File: config.mk
export PLATFORM = sky130hd
export DESIGN_NAME = uart_tx_core
export DESIGN_NICKNAME = d
export VERILOG_FILES = /design/src/rtl/uart_tx_core.sv
export SDC_FILE = /design/constraint.sdc
export NUM_CORES = 1
export LEC_CHECK = 0
export ABC_AREA = 1
export BUFFER_PORTS_ARGS = -buffer_cell sky130_fd_sc_hd__buf_2
export CAP_MARGIN = 0
export CORE_MARGIN = 2
export CORE_UTILIZATION = 45
export CTS_CLUSTER_SIZE = 30
export DETAILED_ROUTE_END_ITERATION = 10
export PLACE_DENSITY_LB_ADDON = 0.15
export SLEW_MARGIN = 20
export SYNTH_ARGS = -nofsm -noshare
export SYNTH_HDL_FRONTEND = slang
export SYNTH_SLANG_ARGS = --single-unit
File: constraint.sdc
create_clock -name clk -period 3 [get_ports clk]
set_input_delay 0.3 -clock clk [delete_from_list [all_inputs] [get_ports clk]]
set_output_delay 0.3 -clock clk [all_outputs]
set_load 0.01 [all_outputs]
File: src/rtl/uart_tx_core.sv
// uart_tx_core: TX FIFO feeding an 8N1 serializer, LSB first.
// Every bit lasts CLK_DIV clocks; txd comes straight from a flop.
module uart_tx_core #(
    parameter int CLK_DIV    = 16,
    parameter int FIFO_DEPTH = 16
) (
    input  logic                          clk,
    input  logic                          rst_n,
    input  logic                          wr_valid,
    input  logic [7:0]                    wr_data,
    output logic                          wr_ready,
    input  logic                          fifo_rst,
    output logic                          txd,
    output logic                          tx_full,
    output logic                          tx_empty,
    output logic                          tx_busy,
    output logic [$clog2(FIFO_DEPTH):0]   fifo_count
);

    localparam int AW = $clog2(FIFO_DEPTH);
    localparam int BW = $clog2(CLK_DIV);
    localparam logic [BW-1:0] BAUD_MAX = BW'(CLK_DIV - 1);

    localparam logic [1:0] S_IDLE  = 2'd0;
    localparam logic [1:0] S_START = 2'd1;
    localparam logic [1:0] S_DATA  = 2'd2;
    localparam logic [1:0] S_STOP  = 2'd3;

    logic [7:0]    mem_q [FIFO_DEPTH];
    logic [AW:0]   wr_ptr_q, wr_ptr_d;
    logic [AW:0]   rd_ptr_q, rd_ptr_d;
    logic [1:0]    state_q, state_d;
    logic [BW-1:0] baud_q, baud_d;
    logic [2:0]    bit_idx_q, bit_idx_d;
    logic [7:0]    shift_q, shift_d;
    logic          txd_q, txd_d;
    logic          push, pop, fifo_empty, baud_end;

    // Wrap bit differs and index matches: all entries occupied.
    assign tx_full    = (wr_ptr_q[AW] != rd_ptr_q[AW]) &&
                        (wr_ptr_q[AW-1:0] == rd_ptr_q[AW-1:0]);
    assign fifo_empty = (wr_ptr_q == rd_ptr_q);
    assign fifo_count = wr_ptr_q - rd_ptr_q;
    assign wr_ready   = ~tx_full & ~fifo_rst;
    assign push       = wr_valid & wr_ready;
    assign baud_end   = (baud_q == BAUD_MAX);
    assign pop        = ~fifo_empty & ~fifo_rst &
                        ((state_q == S_IDLE) |
                         ((state_q == S_STOP) & baud_end));
    assign tx_busy    = (state_q != S_IDLE);
    assign tx_empty   = fifo_empty & ~tx_busy;
    assign txd        = txd_q;

    always_comb begin
        wr_ptr_d = wr_ptr_q + {{AW{1'b0}}, push};
        rd_ptr_d = rd_ptr_q + {{AW{1'b0}}, pop};
        if (fifo_rst) begin
            wr_ptr_d = '0;
            rd_ptr_d = '0;
        end
    end

    always_comb begin
        state_d   = state_q;
        baud_d    = baud_end ? '0 : baud_q + BW'(1);
        bit_idx_d = bit_idx_q;
        shift_d   = shift_q;
        unique case (state_q)
            S_IDLE: baud_d = '0;
            S_START: begin
                if (baud_end) begin
                    state_d   = S_DATA;
                    bit_idx_d = '0;
                end
            end
            S_DATA: begin
                if (baud_end) begin
                    shift_d   = {1'b0, shift_q[7:1]};
                    bit_idx_d = bit_idx_q + 3'd1;
                    if (bit_idx_q == 3'd7) state_d = S_STOP;
                end
            end
            S_STOP: if (baud_end) state_d = S_IDLE;
            default: state_d = S_IDLE;
        endcase
        // A pop in S_STOP chains straight into the next start bit.
        if (pop) begin
            shift_d = mem_q[rd_ptr_q[AW-1:0]];
            baud_d  = '0;
            state_d = S_START;
        end
        txd_d = 1'b1;
        if (state_d == S_START)     txd_d = 1'b0;
        else if (state_d == S_DATA) txd_d = shift_d[0];
    end

    always_ff @(posedge clk) begin
        if (push) mem_q[wr_ptr_q[AW-1:0]] <= wr_data;
    end

    always_ff @(posedge clk or negedge rst_n) begin
        if (!rst_n) begin
            wr_ptr_q  <= '0;
            rd_ptr_q  <= '0;
            state_q   <= S_IDLE;
            baud_q    <= '0;
            bit_idx_q <= '0;
            shift_q   <= '0;
            txd_q     <= 1'b1;
        end else begin
            wr_ptr_q  <= wr_ptr_d;
            rd_ptr_q  <= rd_ptr_d;
            state_q   <= state_d;
            baud_q    <= baud_d;
            bit_idx_q <= bit_idx_d;
            shift_q   <= shift_d;
            txd_q     <= txd_d;
        end
    end

endmodule

==> results of run 1 <==
[power breakdown]
| group | leakage (nW) | internal (mW) | switching, mW |
|---|---|---|---|
| Sequential | 1.49 | 2.36 | 0.00470 |
| Clock | 0.309 | 1.33 | 0.832 |
| Combinational | 1.11 | 0.0247 | 0.0763 |
[cell usage in the layout, fill, tap and decap left out, types with 3 or more instances in the layout]
cell,instances
edfxtp_1,128
nor2_1,106
nand2_1,88
o21ai_0,58
nand3_1,35
inv_1,31
dfrtp_1,25
o211ai_1,24
buf_4,24
buf_2,21
clkbuf_16,19
a21oi_1,18
ha_1,11
nand3_2,5
inv_4,5
xor2_1,3
nor3_1,3
clkbuf_8,3
[metrics by stage]
step / cell area, um2 / power [mW] / hold WS, ns
2_1_floorplan: 6670 / 2.44 / 0.00441
3_3_place_gp: 7030 / 2.51 / 0.354
3_5_place_dp: 7030 / 2.51 / 0.364
4_1_cts: 7650 / 4.66 / 0.146
5_1_grt: 7650 / 4.75 / 0.157
6_report: 7650 / 4.62 / 0.147
[flip-flops by register name, summed over array words and instances (netlist names)]
| name | cells |
|---|---|
| wr_ptr_q | 5 |
| mem_q | 128 |
| bit_idx_q | 3 |
| shift_q | 8 |
| rd_ptr_q | 5 |
| txd | 1 |
| baud_q | 4 |
| state_q | 2 |
[critical path, cell delays in order (launching register included)]
cell and delay, ns:
dfrtp_1 0.52, inv_1 0.12, ha_1 0.34, nand2_1 0.13
nor2_1 0.06, nand2_1 0.12, nand3_2 0.10, nor2_4 0.24
ha_1 0.23, ha_1 0.19, nand2_1 0.07, o21ai_0 0.15
nand2_1 0.06, nor2_1 0.08
[cell families after synthesis]
logic type,after synthesis,share of synthesized area
buffers and inverters,60,0.0431
DFF,156,0.681
AOI/OAI and AO/OA,105,0.0896
xor gates and xnor gates,5,0.00769
and+or+nand+nor,244,0.155
adders and majority gates,12,0.0236
[metal layers]
metal / wire length, um / vias up
li1: - / 2111
met1: 6940 / 2142
met2: 7090 / 145
met3: 835 / 22
met4: 364 / 0
met5: 0 / -
[cell type report]
type / count / area, um2
Clock buffer: 24 / 532
Inverter: 34 / 130
Sequential cell: 156 / 4550
Tap cell: 184 / 230
Clock inverter: 8 / 73.8
Timing Repair Buffer: 46 / 295
Multi-Input combinational cell: 366 / 1840
Fill cell: 1286 / 6880
[synth_stat cells]
master | n | area (um2)
edfxtp_1 | 128 | 3840
nor2_1 | 106 | 398
nand2_1 | 88 | 330
o21ai_0 | 58 | 290
nand3_1 | 35 | 175
inv_1 | 31 | 116
dfrtp_1 | 27 | 676
o211ai_1 | 24 | 180
a21oi_1 | 18 | 90.1
ha_1 | 11 | 138
buf_2 | 9 | 45.0
buf_4 | 9 | 67.6
clkbuf_1 | 6 | 22.5
nand3_2 | 5 | 50.1
nor3_1 | 3 | 15.0
xor2_1 | 3 | 26.3
a22o_1 | 2 | 17.5
a22oi_1 | 2 | 15.0
buf_6 | 2 | 22.5
clkinv_1 | 2 | 7.51
nor2_2 | 2 | 12.5
dfstp_2 | 1 | 26.3
fa_1 | 1 | 20.0
inv_4 | 1 | 6.26
nand2_2 | 1 | 6.26
nand4_1 | 1 | 6.26
nor2_4 | 1 | 11.3
nor3_2 | 1 | 10.0
nor3b_4 | 1 | 18.8
o21ai_1 | 1 | 5.00
xnor2_1 | 1 | 8.76
xnor2_2 | 1 | 16.3
[path summary, 6_finish.rpt]
check	startpoint	end	cells past startpoint
setup / recovery	rd_ptr_q[3]	rd_ptr_q[4]	13
hold / removal	fifo_rst	wr_ptr_q[0]	2
hold reg to reg	baud_q[0]	baud_q[0]	1
setup reg to reg	rd_ptr_q[3]	rd_ptr_q[4]	13
max in group asynchronous	rst_n	rd_ptr_q[0]	2
min in group asynchronous	rst_n	wr_ptr_q[3]	2
[repair_timing]
action / in CTS / in global routing
buffers inserted: 0 / 0
hold buffers: 1 / 0
endpoints found under the hold margin: 27 / 0
==> flow_metrics.tcl, run 1 <==
set metrics [dict create \
    num_rows 44 \
    synth_cell_types 32 \
    ys_ff_latch 156 \
    skew_ns 0.0180 \
    final.setup.tns_ns 0 \
    drc_errors 0 \
    post-route-util 0.526 \
    min_path_type "in2reg" \
    path_class "reg2reg" \
    synthCells 582 \
    use_met3 0.0531 \
    stdcell_count 818 \
    placed_cells 785 \
    ys_warn_count 0 \
    status "complete, no violations" \
    cts_made_buffers 17 \
    finalWirelength_um 15200 \
    nNetsFinal 645 \
    area_delta_synth_final_pct 14.6 \
    fp.dieW_um 126 \
    slew_violations 0 \
    cts.sinks 156 \
    cts_buffer_depth 2 \
    cp-end-kind "register" \
    cp.arrival_ns 2.85 \
    drive_gt1_frac 0.147 \
    initial_core_util 0.459 \
    grt_usage 0.205 \
    core_area_mm2 0.0145 \
    synthesis.area_mm2 0.00667 \
    via_per_inst 5.40 \
    met2_usage 0.308 \
    gp_routability_congestion 0.834 \
    syn_nets 606 \
    timing.final.hold_violations 0 \
    period_needed_ns 2.48 \
    cp-start-kind "register" \
    die_area_mm2 0.0158 \
    setup_violations 0 \
    critPathRequiredTime_ns 3.37 \
    grt_pass1_wl_um 24300 \
    seq_area_frac_synth 0.681 \
    drtIter0Drc 387 \
    grt_pass1_vias 4424 \
    grt_overflow 0 \
    first_pass_iters 5 \
    insertion_delay_ns 0.43 \
    place_ws_ns 0.533 \
    clk_pin_slew_worst_paths_ns 0.06 \
    cts_root_buffer "clkbuf_16" \
    p_leak_nw 2.91 \
    io_buffers 21 \
    busiest_layer "met2" \
    peakVddDrop_mv 0.370 \
    routedWlPerCell_um 18.6 \
    r2r_slack_ns 0.52 \
    drtAntennaViolNets 0 \
    max-slew-margin-rel 0.555 \
    fmax_mhz 403 \
    grt_max_degree 66 \
    tightestPinTransition_ns 0.668 \
    rsz0062_at_grt "false" \
    worst_slack_ns 0.516 \
    routed-via-count 4420 \
    cts_resized 0 \
    syn_area_per_cell_um2 11.5 \
    p_per_area_mw_per_mm2 604 \
    dpl.hpwl_um 9770 \
    cts_tree "built" \
    min_period_over_period 0.828 \
    h-tree-depth 4 \
    critPathMaxFanout 11 \
    n_antenna_cell 0 \
    use_met1 0.283 \
    antenna_found_initial 0 \
    cap_violations 0 \
    die_h_um 126 \
    pin_count 22 \
]
(Power assumes the default switching activity.)
==> run 2, diff against run 1 <==
--- a/config.mk
+++ b/config.mk
@@ -5,7 +5,7 @@
 export SDC_FILE = /design/constraint.sdc
 export NUM_CORES = 1
 export LEC_CHECK = 0
-export ABC_AREA = 1
+export ABC_AREA = 0
 export BUFFER_PORTS_ARGS = -buffer_cell sky130_fd_sc_hd__buf_2
 export CAP_MARGIN = 0
 export CORE_MARGIN = 2
==> constraint.sdc (replaced) <==
create_clock -name clk -period 2 [get_ports clk]
set_input_delay 0.2 -clock clk [delete_from_list [all_inputs] [get_ports clk]]
set_output_delay 0.2 -clock clk [all_outputs]
set_load 0.01 [all_outputs]
==> flow_metrics.tcl, run 2 <==
set metrics [dict create \
    status "complete, but fails checks" \
    violations "negative setup slack" \
    hold_path_end "mem_q[9][0]" \
    synthCells 367 \
    synthFlopType "edfxtp_1" \
    die_h_um 125 \
    regArea_mm2 0.00455 \
    worstHoldStart "wr_data[0]" \
    area_delta_synth_final_pct 28.0 \
    placed_cells 595 \
    stdcell_count 641 \
    synth-compound-area-share 0.0164 \
    netlist.area_leader.share 0.580 \
    worst_slack_ns -0.0969 \
    min_path_type "in2reg" \
    drtIter0Drc 245 \
    muxShareOfSynthArea 0.185 \
    insertion_delay_ns 0.42 \
    rsz0062_at_grt "true" \
    place_area_mm2 0.00760 \
    path_class "reg2reg" \
    peakVddDrop_mv 0.709 \
    cts_tree "built" \
    ys_warn_count 0 \
    grt_overflow 0 \
    yosys.cell_count.top_type "edfxtp_1" \
    synthesis.area_mm2 0.00663 \
    grt_pass1_vias 3661 \
    whs_ns 0.152 \
    cp_common_cell "buf_12" \
    first_pass_iters 4 \
    slew_violations 0 \
    crit_chain "buf_6 > ha_4 > and4_4 > a211oi_4 > buf_12 > nand3_4 > nor3_4 > buf_12" \
    drtAntennaViolNets 0 \
    synth_commonest_cells "edfxtp_1, mux2i_1, dfrtp_1" \
    cp-start-kind "register" \
    timing.final.hold_violations 0 \
    max-slew-margin-rel 0.560 \
    routed-via-count 3477 \
    cap_violations 0 \
    io_buffers 21 \
    synth-edff-count 128 \
    via_per_inst 5.42 \
    cp_slowest_stage_delay_ns 0.40 \
    initial_core_util 0.458 \
    drc_errors 0 \
    syn_area_per_cell_um2 18.1 \
    routedWlPerCell_um 20.6 \
    layout_common_cells "edfxtp_1, buf_4, mux2i_1, dfrtp_1, buf_2" \
    skew_ns 0.00513 \
    synth.area.top_cells "edfxtp_1, dfrtp_1, mux4_1" \
    cp_slowest_cell "dfrtp_1" \
    cts.sinks 156 \
    reg2reg_to "mem_q[1][7]" \
    grt_pass1_wl_um 20800 \
    p_leak_nw 3.03 \
    cts_root_buffer "clkbuf_16" \
    gp_routability_congestion 0.731 \
    p_per_area_mw_per_mm2 818 \
    synth_xor_area_frac 0.0185 \
    reg2reg_depth 8 \
    grt_usage 0.181 \
    core_area_mm2 0.0145 \
    cp-end-kind "register" \
    ys_ff_latch 156 \
    h-tree-depth 4 \
    finalWirelength_um 13200 \
    pin_count 22 \
    place_ws_ns -0.147 \
    nNetsFinal 468 \
    final.setup.tns_ns -6.73 \
    r2r_slack_ns -0.1 \
    setup_violations 135 \
    drive_gt1_frac 0.398 \
    cts_buffer_depth 2 \
    min_period_over_period 1.05 \
    largest_reg_flops 128 \
    period_needed_ns 2.10 \
    post-synth-top-area-cell "edfxtp_1" \
    synth_top_family_by_area "multiplexers" \
    synth_cell_types 34 \
    clk_pin_slew_worst_paths_ns 0.06 \
    mostFrequentLayoutCell "edfxtp_1" \
    post-route-util 0.586 \
    antenna_found_initial 0 \
    num_rows 44 \
    grt_max_degree 36 \
    fp.dieW_um 125 \
    n_fill_cell 1092 \
    critPathMaxFanout 8 \
    cts_made_buffers 17 \
    syn_nets 391 \
    dpl.hpwl_um 8540 \
    fmax_mhz 477 \
    async_flop_share 0.179 \
    cp.arrival_ns 2.24 \
    min_path_cells 1 \
    final_cell_area_mm2 0.00849 \
    synthSimpleGateAreaFrac 0.0479 \
    die_area_mm2 0.0157 \
    seq_area_frac_synth 0.685 \
    yosys.area_share.adder 0.0238 \
    tightestPinTransition_ns 0.661 \
    fin_total_pwr_mw 6.95 \
    critPathRequiredTime_ns 2.14 \
    multi_input_area_mm2 0.00229 \
    rr_startpoint "wr_ptr_q[1]" \
    n_antenna_cell 0 \
]
run 2: cell count changes in the layout (fill, tap and decap cells not counted), moves of 24 or more:
cell      previous run  this run
nand2_1             88         8
nand3_1             35         3
o21ai_0             58         7
mux2i_1              0        27
inv_1               31         6
nor2_1             106        12
o211ai_1            24         0
run 2: final cells by class:
class | count | area share
Multi-Input combinational cell | 181 | 0.270
Clock buffer | 18 | 0.0505
Sequential cell | 156 | 0.536
Tap cell | 184 | 0.0271
Clock inverter | 14 | 0.0187
Timing Repair Buffer | 76 | 0.0921
Inverter | 12 | 0.00648
run 2: cell families after synthesis:
| kind of cell | Yosys count |
|---|---|
| AO/OA/AOI/OAI | 17 |
| XOR/XNOR | 14 |
| adder cells (fa/ha/maj) | 12 |
| buffers and inverters | 30 |
| flip-flops | 156 |
| multiplexers | 72 |
| AND/OR/NAND/NOR | 66 |
run 2: metal layers:
layer  GRT usage  share of wire
met5           0              0
met3      0.0436          0.038
met4      0.0595          0.011
met1       0.234           0.44
met2       0.304           0.51
run 2: how the worst max path moves through the flow:
| stage | from | to | slack [ns] | cells past startpoint |
|---|---|---|---|---|
| 6_report | wr_ptr_q[1] | mem_q[1][7] | -0.1 | 8 |
| 5_1_grt | wr_ptr_q[1] | fifo_count[4] | -0.19 | 8 |
| 4_1_cts | rd_ptr_q[0] | fifo_count[4] | -0.12 | 7 |
| 3_5_place_dp | wr_ptr_q[0] | mem_q[1][1] | -0.15 | 8 |
| 3_3_place_gp | wr_ptr_q[0] | mem_q[1][4] | -0.13 | 8 |
| 2_1_floorplan | rd_ptr_q[2] | mem_q[0][0] | -0.34 | 8 |
run 2: what timing repair did:
action / in CTS / in global routing
buffers inserted: 8 / 5
gates resized for setup: 25 / 28
hold buffers: 1 / 0
pin swaps: 14 / 10
endpoints found under the setup margin: 134 / 143
hold endpoints to repair: 27 / 0
run 2: report_power, final:
group | internal [mW] | leakage [nW] | switching, mW
sequential | 3.53 | 1.49 | 0.00504
combinational | 0.0866 | 1.26 | 0.128
clock | 1.87 | 0.283 | 1.33
total | 5.49 | 3.03 | 1.46
run 2: worst max-delay path, delay by kind of cell, from the launching register on:
family	cells	cell delay (ns)
DFF	1	0.40
buffers and inverters	3	0.45
AOI/OAI and AO/OA	1	0.28
and+or+nand+nor	3	0.48
adders and majority gates	1	0.21
==> run 3, diff against run 2 <==
--- a/config.mk
+++ b/config.mk
@@ -8,12 +8,11 @@
 export ABC_AREA = 0
 export BUFFER_PORTS_ARGS = -buffer_cell sky130_fd_sc_hd__buf_2
 export CAP_MARGIN = 0
-export CORE_MARGIN = 2
+export CORE_MARGIN = 10
 export CORE_UTILIZATION = 45
 export CTS_CLUSTER_SIZE = 30
 export DETAILED_ROUTE_END_ITERATION = 10
 export PLACE_DENSITY_LB_ADDON = 0.15
-export SLEW_MARGIN = 20
 export SYNTH_ARGS = -nofsm -noshare
 export SYNTH_HDL_FRONTEND = slang
 export SYNTH_SLANG_ARGS = --single-unit
==> flow_metrics.tcl, run 3 (same netlist as run 2, synthesis figures left out) <==
set metrics [dict create \
    drc_errors 0 \
    sequentialPowerShare 0.501 \
    drive_gt1_frac 0.445 \
    dpl.hpwl_um 8720 \
    stdcell_count 667 \
    grt_max_degree 36 \
    fin_total_pwr_mw 7.06 \
    p_per_area_mw_per_mm2 804 \
    core_area_mm2 0.0145 \
    cts_buffer_depth 2 \
    layout_common_cells "edfxtp_1, buf_4, mux2i_1, dfrtp_1, buf_2" \
    timing.final.hold_violations 0 \
    routed-via-count 3578 \
    skew_ns 0.00875 \
    period_needed_ns 2.14 \
    peakVddDrop_mv 0.700 \
    grt_pass1_wl_um 21000 \
    clk_pin_slew_worst_paths_ns 0.07 \
    n_antenna_cell 0 \
    n_fill_cell 1071 \
    regArea_mm2 0.00455 \
    cp-start-kind "register" \
    critPathRequiredTime_ns 2.14 \
    path_class "reg2reg" \
    min_path_type "in2reg" \
    multi_input_area_mm2 0.00233 \
    p_switching_mw 1.54 \
    whs_ns 0.127 \
    grt_pass1_vias 3728 \
    via_per_inst 5.36 \
    pwr-share-comb 0.034 \
    gp_routability_congestion 0.762 \
    die_h_um 141 \
    antenna_found_initial 0 \
    die_area_mm2 0.0200 \
    cp.arrival_ns 2.28 \
    pin_count 22 \
    finalWirelength_um 14000 \
    drtIter0Drc 262 \
    setup_violations 137 \
    cts_made_buffers 17 \
    swShare 0.218 \
    p_leak_nw 3.20 \
    critPathMaxFanout 8 \
    p_int_mw 5.52 \
    p_clk_frac 0.465 \
    initial_core_util 0.458 \
    slew_violations 0 \
    fmax_mhz 468 \
    num_rows 44 \
    cp-end-kind "register" \
    worst_slack_ns -0.136 \
    largest_reg_flops 128 \
    cap_violations 0 \
    status "complete, but fails checks" \
    io_buffers 21 \
    rsz0062_at_grt "true" \
    area_delta_synth_final_pct 32.5 \
    routedWlPerCell_um 20.9 \
    fp.dieW_um 141 \
    grt_overflow 0 \
    tightestPinTransition_ns 0.650 \
    cts_root_buffer "clkbuf_16" \
    max-slew-margin-rel 0.567 \
    h-tree-depth 4 \
    mostFrequentLayoutCell "edfxtp_1" \
    min_period_over_period 1.07 \
    violations "negative setup slack" \
    nNetsFinal 494 \
    insertion_delay_ns 0.43 \
    first_pass_iters 4 \
    cts_tree "built" \
    drtAntennaViolNets 0 \
    placed_cells 603 \
    grt_usage 0.141 \
    cts.sinks 156 \
]
run 3: cell count changes in the layout (fill, tap and decap cells not counted), sizes merged:
cell | before | now
clkbuf | 18 | 20
buf | 75 | 98
inv | 18 | 20
clkinvlp | 2 | 4
clkinv | 4 | 1
run 3: worst max-delay path, stage by stage (launching register included):
cell      delay (ns)
dfrtp_1         0.40
buf_6           0.13
ha_4            0.21
and4_4          0.16
a211oi_4        0.26
buf_12          0.17
nand3_4         0.13
nor3_4          0.23
buf_12          0.15
run 3: path summary, 6_finish.rpt:
path                              from           to  slack, ns  cells past startpoint
max                        wr_ptr_q[1]  mem_q[3][7]      -0.14                      8
min reg2reg                  baud_q[0]    baud_q[0]       0.48                      1
min in group asynchronous        rst_n  rd_ptr_q[2]       0.33                      2
min                           fifo_rst  rd_ptr_q[3]       0.13                      2
max reg2reg                wr_ptr_q[1]  mem_q[3][7]      -0.14                      8
max in group asynchronous        rst_n  rd_ptr_q[0]       1.21                      2
run 3: layout make-up:
class | instances | area share
flip-flops and latches | 156 | 0.518
repair buffers | 102 | 0.117
inverters | 12 | 0.00598
clock inverters | 15 | 0.0199
clock buffers | 17 | 0.0484
multi-input cells | 181 | 0.265
well taps | 184 | 0.0262
run 3: power by group through the flow:
| stage | logic [mW] | clock network [mW] | registers (mW) |
|---|---|---|---|
| finish | 0.241 | 3.28 | 3.54 |
| global route | 0.258 | 3.48 | 3.54 |
| CTS | 0.208 | 3.35 | 3.54 |
| detailed placement | 0.189 | 0 | 3.61 |
| global placement | 0.184 | 0 | 3.61 |
| floorplan | 0.0669 | 0 | 3.61 |
run 3: metrics by stage:
stage | setup TNS [ns] | setup WS [ns] | utilization | instance area [um2]
final | -9.71 | -0.136 | 0.607 | 8780
after global routing | -16.73 | -0.214 | 0.607 | 8780
after CTS | -9.16 | -0.148 | 0.582 | 8420
after detailed placement | -9.59 | -0.154 | 0.525 | 7600
after global placement | -5.88 | -0.115 | 0.525 | 7600
after floorplan | -34.15 | -0.341 | - | 6900
run 3: what timing repair did:
item                                    CTS  global route
buffers inserted                          5            23
gates resized for setup                  40            43
cloned                                    0             3
pin swaps                                16            15
endpoints found under the setup margin  136           148
hold endpoints to repair                 27             0
hold buffers                              1             0
run 3: per-layer routing:
metal  vias to the layer above  wire (um)  global-route usage
li1                       1648          -                   -
met1                      1853       5960               0.170
met2                        61       7250               0.236
met3                        16        558              0.0370
met4                         0        182              0.0533
met5                         -          0                   0
